--- src/rtl/ptr_noc_pkg.sv ---
`default_nettype none
// ============================================================================
// ptr_noc_pkg : shared constants and hop-count helper for the ring NoC
// Rev 1.0 - initial release
// ============================================================================
package ptr_noc_pkg;

    localparam int STAT_W = 16;

    // Clockwise distance from nodeId to dest on a ring of nodeNum nodes
    function automatic int unsigned hopCount(
        input int unsigned dest,
        input int unsigned nodeNum,
        input int unsigned nodeId
    );
        return (dest + nodeNum - nodeId) % nodeNum;
    endfunction

endpackage
`default_nettype wire

--- src/rtl/PtrNocLocalIf.sv ---
`default_nettype none
// ============================================================================
// PtrNocLocalIf : router <-> local node port bundle
// Rev 1.0 - initial release
// ============================================================================
interface PtrNocLocalIf #(
    parameter int DATA_WIDTH = 32,
    parameter int NODE_NUM   = 8
);
    localparam int c_DW = $clog2(NODE_NUM);

    logic                  r2lPktVld;
    logic                  r2lRd;
    logic [DATA_WIDTH-1:0] r2lDat;
    logic                  l2rFul;
    logic                  l2rWr;
    logic [DATA_WIDTH-1:0] l2rDat;
    logic [c_DW-1:0]       destCnt;

    modport LocalNode (
        input  r2lPktVld, l2rFul, r2lDat,
        output r2lRd, l2rWr, l2rDat, destCnt
    );

    modport Router (
        output r2lPktVld, l2rFul, r2lDat,
        input  r2lRd, l2rWr, l2rDat, destCnt
    );
endinterface
`default_nettype wire

--- src/rtl/TwoRegFifo.sv ---
`default_nettype none
// ============================================================================
// TwoRegFifo : two-entry register FIFO, head always presented on oDat
// Rev 1.0 - initial release
// ============================================================================
module TwoRegFifo #(
    parameter int WIDTH = 8
) (
    input  logic             clk,
    input  logic             rst,
    input  logic             iPush,
    input  logic [WIDTH-1:0] iDat,
    input  logic             iPop,
    output logic             oFull,
    output logic             oVld,
    output logic [WIDTH-1:0] oDat
);
    logic [1:0]       r_cnt;
    logic [WIDTH-1:0] r_dat0;
    logic [WIDTH-1:0] r_dat1;
    logic             w_push;
    logic             w_pop;

    assign oFull  = (r_cnt == 2'd2);
    assign oVld   = (r_cnt != 2'd0);
    assign oDat   = r_dat0;
    assign w_pop  = iPop & oVld;
    assign w_push = iPush & ~oFull;

    always_ff @(posedge clk or posedge rst) begin
        if (rst) begin
            r_cnt  <= 2'd0;
            r_dat0 <= '0;
            r_dat1 <= '0;
        end else begin
            case ({w_push, w_pop})
                2'b10: begin
                    if (r_cnt == 2'd0) r_dat0 <= iDat;
                    else               r_dat1 <= iDat;
                    r_cnt <= r_cnt + 2'd1;
                end
                2'b01: begin
                    r_dat0 <= r_dat1;
                    r_cnt  <= r_cnt - 2'd1;
                end
                2'b11: begin
                    // Push is blocked when full, so a simultaneous push/pop means one entry
                    r_dat0 <= iDat;
                end
                default: ;
            endcase
        end
    end
endmodule
`default_nettype wire

--- src/rtl/ptr_local_ni.sv ---
`default_nettype none
// ============================================================================
// ptr_local_ni : local network interface between a source/sink and a ring router
// Rev 1.0 - initial release
// ============================================================================
module ptr_local_ni
    import ptr_noc_pkg::*;
#(
    parameter int DATA_WIDTH = 32,
    parameter int NODE_NUM   = 8,
    parameter int NODE_ID    = 0
) (
    input  logic                        clk,
    input  logic                        rst,
    PtrNocLocalIf.LocalNode             bLocalDat,
    input  logic                        iSrcVld,
    output logic                        oSrcRdy,
    input  logic [DATA_WIDTH-1:0]       iSrcDat,
    input  logic [$clog2(NODE_NUM)-1:0] iSrcDest,
    output logic                        oSnkVld,
    input  logic                        iSnkRdy,
    output logic [DATA_WIDTH-1:0]       oSnkDat,
    output logic                        oSnkLoop,
    output logic                        oErrDrop,
    input  logic                        iClrCnt,
    output logic [STAT_W-1:0]           oInjCnt,
    output logic [STAT_W-1:0]           oEjCnt
);
    localparam int c_DW = $clog2(NODE_NUM);
    localparam int c_FW = DATA_WIDTH + c_DW;

    logic                  r_run;
    logic                  r_snkVld;
    logic [DATA_WIDTH-1:0] r_snkDat;
    logic                  r_snkLoop;
    logic                  r_lastLoop;
    logic [STAT_W-1:0]     r_injCnt;
    logic [STAT_W-1:0]     r_ejCnt;

    logic                  w_fifoFull;
    logic                  w_headVld;
    logic [c_FW-1:0]       w_headWord;
    logic [DATA_WIDTH-1:0] w_headDat;
    logic [c_DW-1:0]       w_headDest;
    logic [c_DW-1:0]       w_hop;
    logic                  w_legal;
    logic                  w_lbReq;
    logic                  w_l2rWr;
    logic                  w_load;
    logic                  w_grantRtr;
    logic                  w_grantLb;
    logic                  w_pop;

    TwoRegFifo #(
        .WIDTH (c_FW)
    ) u_ingress (
        .clk   (clk),
        .rst   (rst),
        .iPush (iSrcVld & oSrcRdy),
        .iDat  ({iSrcDat, iSrcDest}),
        .iPop  (w_pop),
        .oFull (w_fifoFull),
        .oVld  (w_headVld),
        .oDat  (w_headWord)
    );

    assign w_headDat  = w_headWord[c_FW-1:c_DW];
    assign w_headDest = w_headWord[c_DW-1:0];
    assign w_hop      = c_DW'(hopCount(32'(w_headDest), NODE_NUM, NODE_ID));
    assign w_legal    = (int'(w_headDest) < NODE_NUM);
    assign w_lbReq    = w_headVld & w_legal & (w_hop == '0);
    assign w_l2rWr    = w_headVld & w_legal & (w_hop != '0) & ~bLocalDat.l2rFul;

    // r_run holds the datapath idle until the first clock after reset release
    assign oSrcRdy    = r_run & ~w_fifoFull;
    assign oErrDrop   = w_headVld & ~w_legal;

    // Round robin: r_lastLoop set means loopback won last, so router is favoured
    assign w_load     = r_run & (~r_snkVld | iSnkRdy);
    assign w_grantRtr = w_load & bLocalDat.r2lPktVld & (~w_lbReq | r_lastLoop);
    assign w_grantLb  = w_load & w_lbReq & (~bLocalDat.r2lPktVld | ~r_lastLoop);
    assign w_pop      = w_l2rWr | oErrDrop | w_grantLb;

    assign bLocalDat.l2rWr   = w_l2rWr;
    assign bLocalDat.l2rDat  = w_headDat;
    assign bLocalDat.destCnt = w_hop;
    assign bLocalDat.r2lRd   = w_grantRtr;

    assign oSnkVld  = r_snkVld;
    assign oSnkDat  = r_snkDat;
    assign oSnkLoop = r_snkLoop;
    assign oInjCnt  = r_injCnt;
    assign oEjCnt   = r_ejCnt;

    always_ff @(posedge clk or posedge rst) begin
        if (rst) begin
            r_run      <= 1'b0;
            r_snkVld   <= 1'b0;
            r_snkDat   <= '0;
            r_snkLoop  <= 1'b0;
            r_lastLoop <= 1'b1;
            r_injCnt   <= '0;
            r_ejCnt    <= '0;
        end else begin
            r_run <= 1'b1;
            if (w_grantLb) begin
                r_snkVld   <= 1'b1;
                r_snkDat   <= w_headDat;
                r_snkLoop  <= 1'b1;
                r_lastLoop <= 1'b1;
            end else if (w_grantRtr) begin
                r_snkVld   <= 1'b1;
                r_snkDat   <= bLocalDat.r2lDat;
                r_snkLoop  <= 1'b0;
                r_lastLoop <= 1'b0;
            end else if (iSnkRdy) begin
                r_snkVld   <= 1'b0;
            end

            if (iClrCnt) r_injCnt <= '0;
            else if (w_l2rWr && r_injCnt != '1) r_injCnt <= r_injCnt + 1'b1;

            if (iClrCnt) r_ejCnt <= '0;
            else if (r_snkVld && iSnkRdy && r_ejCnt != '1) r_ejCnt <= r_ejCnt + 1'b1;
        end
    end
endmodule
`default_nettype wire

--- src/flat_wrapper.sv ---
// flat-port wrapper written by rule: the top's interface ports become plain ports
module ptr_local_ni_flat import ptr_noc_pkg::*;
#(
    parameter int DATA_WIDTH = 32,
    parameter int NODE_NUM   = 8,
    parameter int NODE_ID    = 0
)
  (clk, rst, iSrcVld, oSrcRdy, iSrcDat, iSrcDest, oSnkVld, iSnkRdy, oSnkDat, oSnkLoop, oErrDrop, iClrCnt, oInjCnt, oEjCnt, bLocalDat_r2lPktVld, bLocalDat_l2rFul, bLocalDat_r2lDat, bLocalDat_r2lRd, bLocalDat_l2rWr, bLocalDat_l2rDat, bLocalDat_destCnt);
  PtrNocLocalIf #(.DATA_WIDTH(DATA_WIDTH), .NODE_NUM(NODE_NUM)) bLocalDat_i ();
  input  logic clk;
  input  logic rst;
  input  logic iSrcVld;
  output logic oSrcRdy;
  input  logic [DATA_WIDTH-1:0] iSrcDat;
  input  logic [$clog2(NODE_NUM)-1:0] iSrcDest;
  output logic oSnkVld;
  input  logic iSnkRdy;
  output logic [DATA_WIDTH-1:0] oSnkDat;
  output logic oSnkLoop;
  output logic oErrDrop;
  input  logic iClrCnt;
  output logic [STAT_W-1:0] oInjCnt;
  output logic [STAT_W-1:0] oEjCnt;
  input wire logic [$bits(bLocalDat_i.r2lPktVld)-1:0] bLocalDat_r2lPktVld;
  input wire logic [$bits(bLocalDat_i.l2rFul)-1:0] bLocalDat_l2rFul;
  input wire logic [$bits(bLocalDat_i.r2lDat)-1:0] bLocalDat_r2lDat;
  output wire logic [$bits(bLocalDat_i.r2lRd)-1:0] bLocalDat_r2lRd;
  output wire logic [$bits(bLocalDat_i.l2rWr)-1:0] bLocalDat_l2rWr;
  output wire logic [$bits(bLocalDat_i.l2rDat)-1:0] bLocalDat_l2rDat;
  output wire logic [$bits(bLocalDat_i.destCnt)-1:0] bLocalDat_destCnt;
  assign bLocalDat_i.r2lPktVld = bLocalDat_r2lPktVld;
  assign bLocalDat_i.l2rFul = bLocalDat_l2rFul;
  assign bLocalDat_i.r2lDat = bLocalDat_r2lDat;
  assign bLocalDat_r2lRd = bLocalDat_i.r2lRd;
  assign bLocalDat_l2rWr = bLocalDat_i.l2rWr;
  assign bLocalDat_l2rDat = bLocalDat_i.l2rDat;
  assign bLocalDat_destCnt = bLocalDat_i.destCnt;
  ptr_local_ni #(.DATA_WIDTH(DATA_WIDTH), .NODE_NUM(NODE_NUM), .NODE_ID(NODE_ID)) u_core (.clk(clk), .rst(rst), .bLocalDat(bLocalDat_i), .iSrcVld(iSrcVld), .oSrcRdy(oSrcRdy), .iSrcDat(iSrcDat), .iSrcDest(iSrcDest), .oSnkVld(oSnkVld), .iSnkRdy(iSnkRdy), .oSnkDat(oSnkDat), .oSnkLoop(oSnkLoop), .oErrDrop(oErrDrop), .iClrCnt(iClrCnt), .oInjCnt(oInjCnt), .oEjCnt(oEjCnt));
endmodule
--- config.mk ---
export PLATFORM = sky130hd
export DESIGN_NAME = ptr_local_ni_flat
export DESIGN_NICKNAME = d
export VERILOG_FILES = /design/src/rtl/ptr_noc_pkg.sv /design/src/rtl/PtrNocLocalIf.sv /design/src/rtl/TwoRegFifo.sv /design/src/rtl/ptr_local_ni.sv /design/src/flat_wrapper.sv
export SDC_FILE = /design/constraint.sdc
export NUM_CORES = 1
export LEC_CHECK = 0
export ABC_AREA = 1
export BUFFER_PORTS_ARGS = -buffer_cell sky130_fd_sc_hd__buf_4
export CELL_PAD_IN_SITES_DETAIL_PLACEMENT = 0
export CELL_PAD_IN_SITES_GLOBAL_PLACEMENT = 1
export CORE_UTILIZATION = 35
export CTS_CLUSTER_DIAMETER = 100
export DETAILED_ROUTE_END_ITERATION = 6
export PLACE_DENSITY_LB_ADDON = 0.25
export SLEW_MARGIN = 20
export SYNTH_ARGS = -nofsm -noshare
export SYNTH_HDL_FRONTEND = slang
export SYNTH_SLANG_ARGS = --single-unit
export TNS_END_PERCENT = 30
--- constraint.sdc ---
create_clock -name clk -period 4.13 [get_ports clk]
set_input_delay 0.413 -clock clk [delete_from_list [all_inputs] [get_ports clk]]
set_output_delay 0.413 -clock clk [all_outputs]
set_load 0.01 [all_outputs]
==> results.md <==
* List of most frequent post-synthesis cells: nand2_1, dfrtp_1, o21ai_0
* Crit end category: flop
* Final Net Count at 1160
* Root buf cell: clkbuf_16
* Htree depth at 4
* Crit Path Max Fanout at 55
* Tot GR Track Use at 0.1952
* Initial antenna violation count at 0
* GRT overflow at 0
* Max Cap Violations at 0
* Top cells by area, synth: dfrtp_1, nand2_1, o21ai_0
* Synth top area share at 0.4949
* Antenna viol nets, final at 0
* Drc violations at 0
* Startpoint Class: flop
* Share of cells above drive strength 1 at 0.2210
* Vias in the first global route at 5669
* Register area share after synthesis at 0.4987
* # diodes at 0
* Via count at 6269
* CP max stage cell: nand3_2
* Starting DRT DRC Count at 466
* Util after Layout at 0.4661
* Status: completed
* Storage element area at 3505 µm²
* Distinct cells, synth at 31
* PortBufs at 177
* Fmax at 390.5 MHz
* CTS sink cnt at 140
* Relative slew margins at 0.3633
* Final Hold Viols at 0
* WP data required at 4.43 ns
* Critical path class: flop to flop
* Hold Crit Class: input port to async pin
* DRT Pass-1 Iters at 5
* Final hold slack at 0.09693 ns
* I/O pin cnt at 179
* Total CTS buffers at 17
* Post-synth EDFFs at 0
* Fin area at 9130 µm²
* Syn Inst Count at 923
* Setup_tns at 0 ns
* Clk buf depth at 2
* WL/cell at 14.20 µm
* Fillers at 2049
* Rows at 51
* Synth-to-Final Area Change at 29.91%
* Critical Path Max Stage Delay at 0.81 ns
* Post-DP HPWL at 13.54 mm
* CTS tree: built
* Clk pin slew, worst setup/hold paths at 0.06 ns
* Footprint of the multi-input gates at 2917 µm²
* Largest net degree at the start of global routing at 88
* Clock Skew at 0.01022 ns
* Post-CTS Setup Inserts at 0
* Die ar. at 20650 µm²
* Cells along the critical path: nor2_2 -> nor2_1 -> nand3_2 -> nand3_2 -> buf_4 -> nand2_1 -> o21ai_0
* Arrival @ worst endpoint at 2.86 ns
* Mapped cell area at 7028 µm²
* Syn Nets at 1001
* Starting Density at 0.3588
* Syn_area_per_cell at 7.614 µm²
* Final setup violating endpoints at 0
* Area after DPL at 8507 µm²
* Synth Register Bits at 140
* Main synth FF type: dfrtp_1
* Gpl congestion at 0.7813
* Post-synth top area cell: dfrtp_1
* Chip width at 143.7 µm
* Routed WL at 19.32 mm
* Die height at 143.7 µm
* Cell mode on critical path: nand3_2
* Fin crit share at 0.6200
* Clock latency on the worst-skew pair at 0.43 ns
* RSZ-0062 raised after global routing: false
* Post-CTS Hold Fix Bufs at 0
* Tot Pwr at 6.055 mW
* Synth warn at 0
* Count leader, synth: nand2_1
* Worst VDD drop at 0.3728 mV
* LEAKAGE at 4.772 nW
* Core area at 19590 µm²
* Clock period minus worst slack at 2.561 ns
* Pwr dens at 663.2 nW/µm²
* CTS resizes at 0
* FFs w/ async S/R, synth at 1.000
* Worst Tran Pin Value at 0.9539 ns
* Slew Viols, Final at 0
* First-pass GRT wire length at 30.63 mm
* Number of vias per cell at 4.610
placed cells by master, fill, tap and decap left out:
master and instances:
nand2_1 357, buf_4 182, dfrtp_1 139, o21ai_0 132
inv_1 96, nor2_1 42, nand4_1 29, nand3_1 20
clkbuf_16 17, o21ai_1 12, xor2_1 10, o21bai_1 5
inv_6 5, nor2_2 4, inv_2 4, nor2_4 4
or2_2 4, clkinvlp_4 4, nand3_2 3, ha_1 3
nor3_1 2, nand2_4 2, nand3b_1 2, conb_1 2
bufinv_16 2, clkinv_4 2, clkbuf_8 2, o21ai_2 1
nor2_8 1, nand2_2 1, a21oi_1 1, xnor2_1 1
ha_4 1, inv_8 1, buf_12 1, dfstp_2 1
worst paths after layout:
kind | slack, ns | start | end | cells past startpoint
max in group asynchronous | 3.15 | rst | u_core.u_ingress.oDat[29] | 3
worst max register to register | 1.57 | u_core.u_ingress.r_cnt[0] | u_core.u_ingress.oDat[31] | 7
min in group clk | 0.18 | iSnkRdy | u_core.oSnkVld | 2
worst max-delay path | 1.57 | u_core.u_ingress.r_cnt[0] | u_core.u_ingress.oDat[31] | 7
worst min register to register | 0.48 | u_core.oSnkDat[11] | u_core.oSnkDat[11] | 2
worst min-delay path | 0.1 | rst | u_core.oSnkLoop | 2
critical path: cells and delay by family (launching register included):
| family | cells | cell delay (ns) |
|---|---|---|
| AND/OR/NAND/NOR | 5 | 1.40 |
| AO/OA/AOI/OAI | 1 | 0.09 |
| flip-flops | 1 | 0.44 |
| buffers and inverters | 1 | 0.50 |
routing by layer:
| metal | track usage | vias to the layer above | share of wire |
|---|---|---|---|
| met2 | 0.2785 | 163 | 0.44 |
| met3 | 0.03699 | 22 | 0.043 |
| met5 | 0 | - | 0 |
| met4 | 0.07447 | 0 | 0.019 |
| li1 | - | 3221 | - |
| met1 | 0.2892 | 2863 | 0.50 |
where the power goes:
part	total [mW]	internal, mW	leakage [nW]	switching [mW]
Clock	1.59	0.937	0.290	0.653
Sequential	2.18	1.88	1.80	0.303
Combinational	2.28	0.897	2.69	1.38
Total	6.06	3.72	4.77	2.34
flip-flops by register name (all words and copies together), names as in the netlist:
register                 flops
u_core.r_run                 1
u_core.oEjCnt               16
u_core.oSnkDat              32
u_core.u_ingress.r_cnt       2
u_core.u_ingress.r_dat1     35
u_core.oSnkLoop              1
u_core.oSnkVld               1
u_core.oInjCnt              16
u_core.u_ingress.oDat       35
u_core.r_lastLoop            1
logic make-up after synthesis:
kind of cell	synth area share
simple gates	0.2804
compound gates	0.1098
buf+inv	0.08919
flops	0.4987
xor+xnor	0.01371
fa+ha+maj	0.007122
other cells	0.001069
cell type report:
cell class                 instances  share of cell area
clock buffer                      19             0.04961
clock inverter                    13             0.01699
inverter                         101             0.04194
multi-input combinational        639              0.3194
sequential                       140              0.3839
tap                              265             0.03632
timing repair buffer             183              0.1518
per-stage QoR:
stage | setup WS, ns | std cells
6_report | 1.569 | 1360
2_1_floorplan | 1.969 | 923
4_1_cts | 1.162 | 1360
5_1_grt | 1.229 | 1360
3_5_place_dp | 1.187 | 1328
3_3_place_gp | 1.272 | 1328
Power figures use the tool's default switching activity.
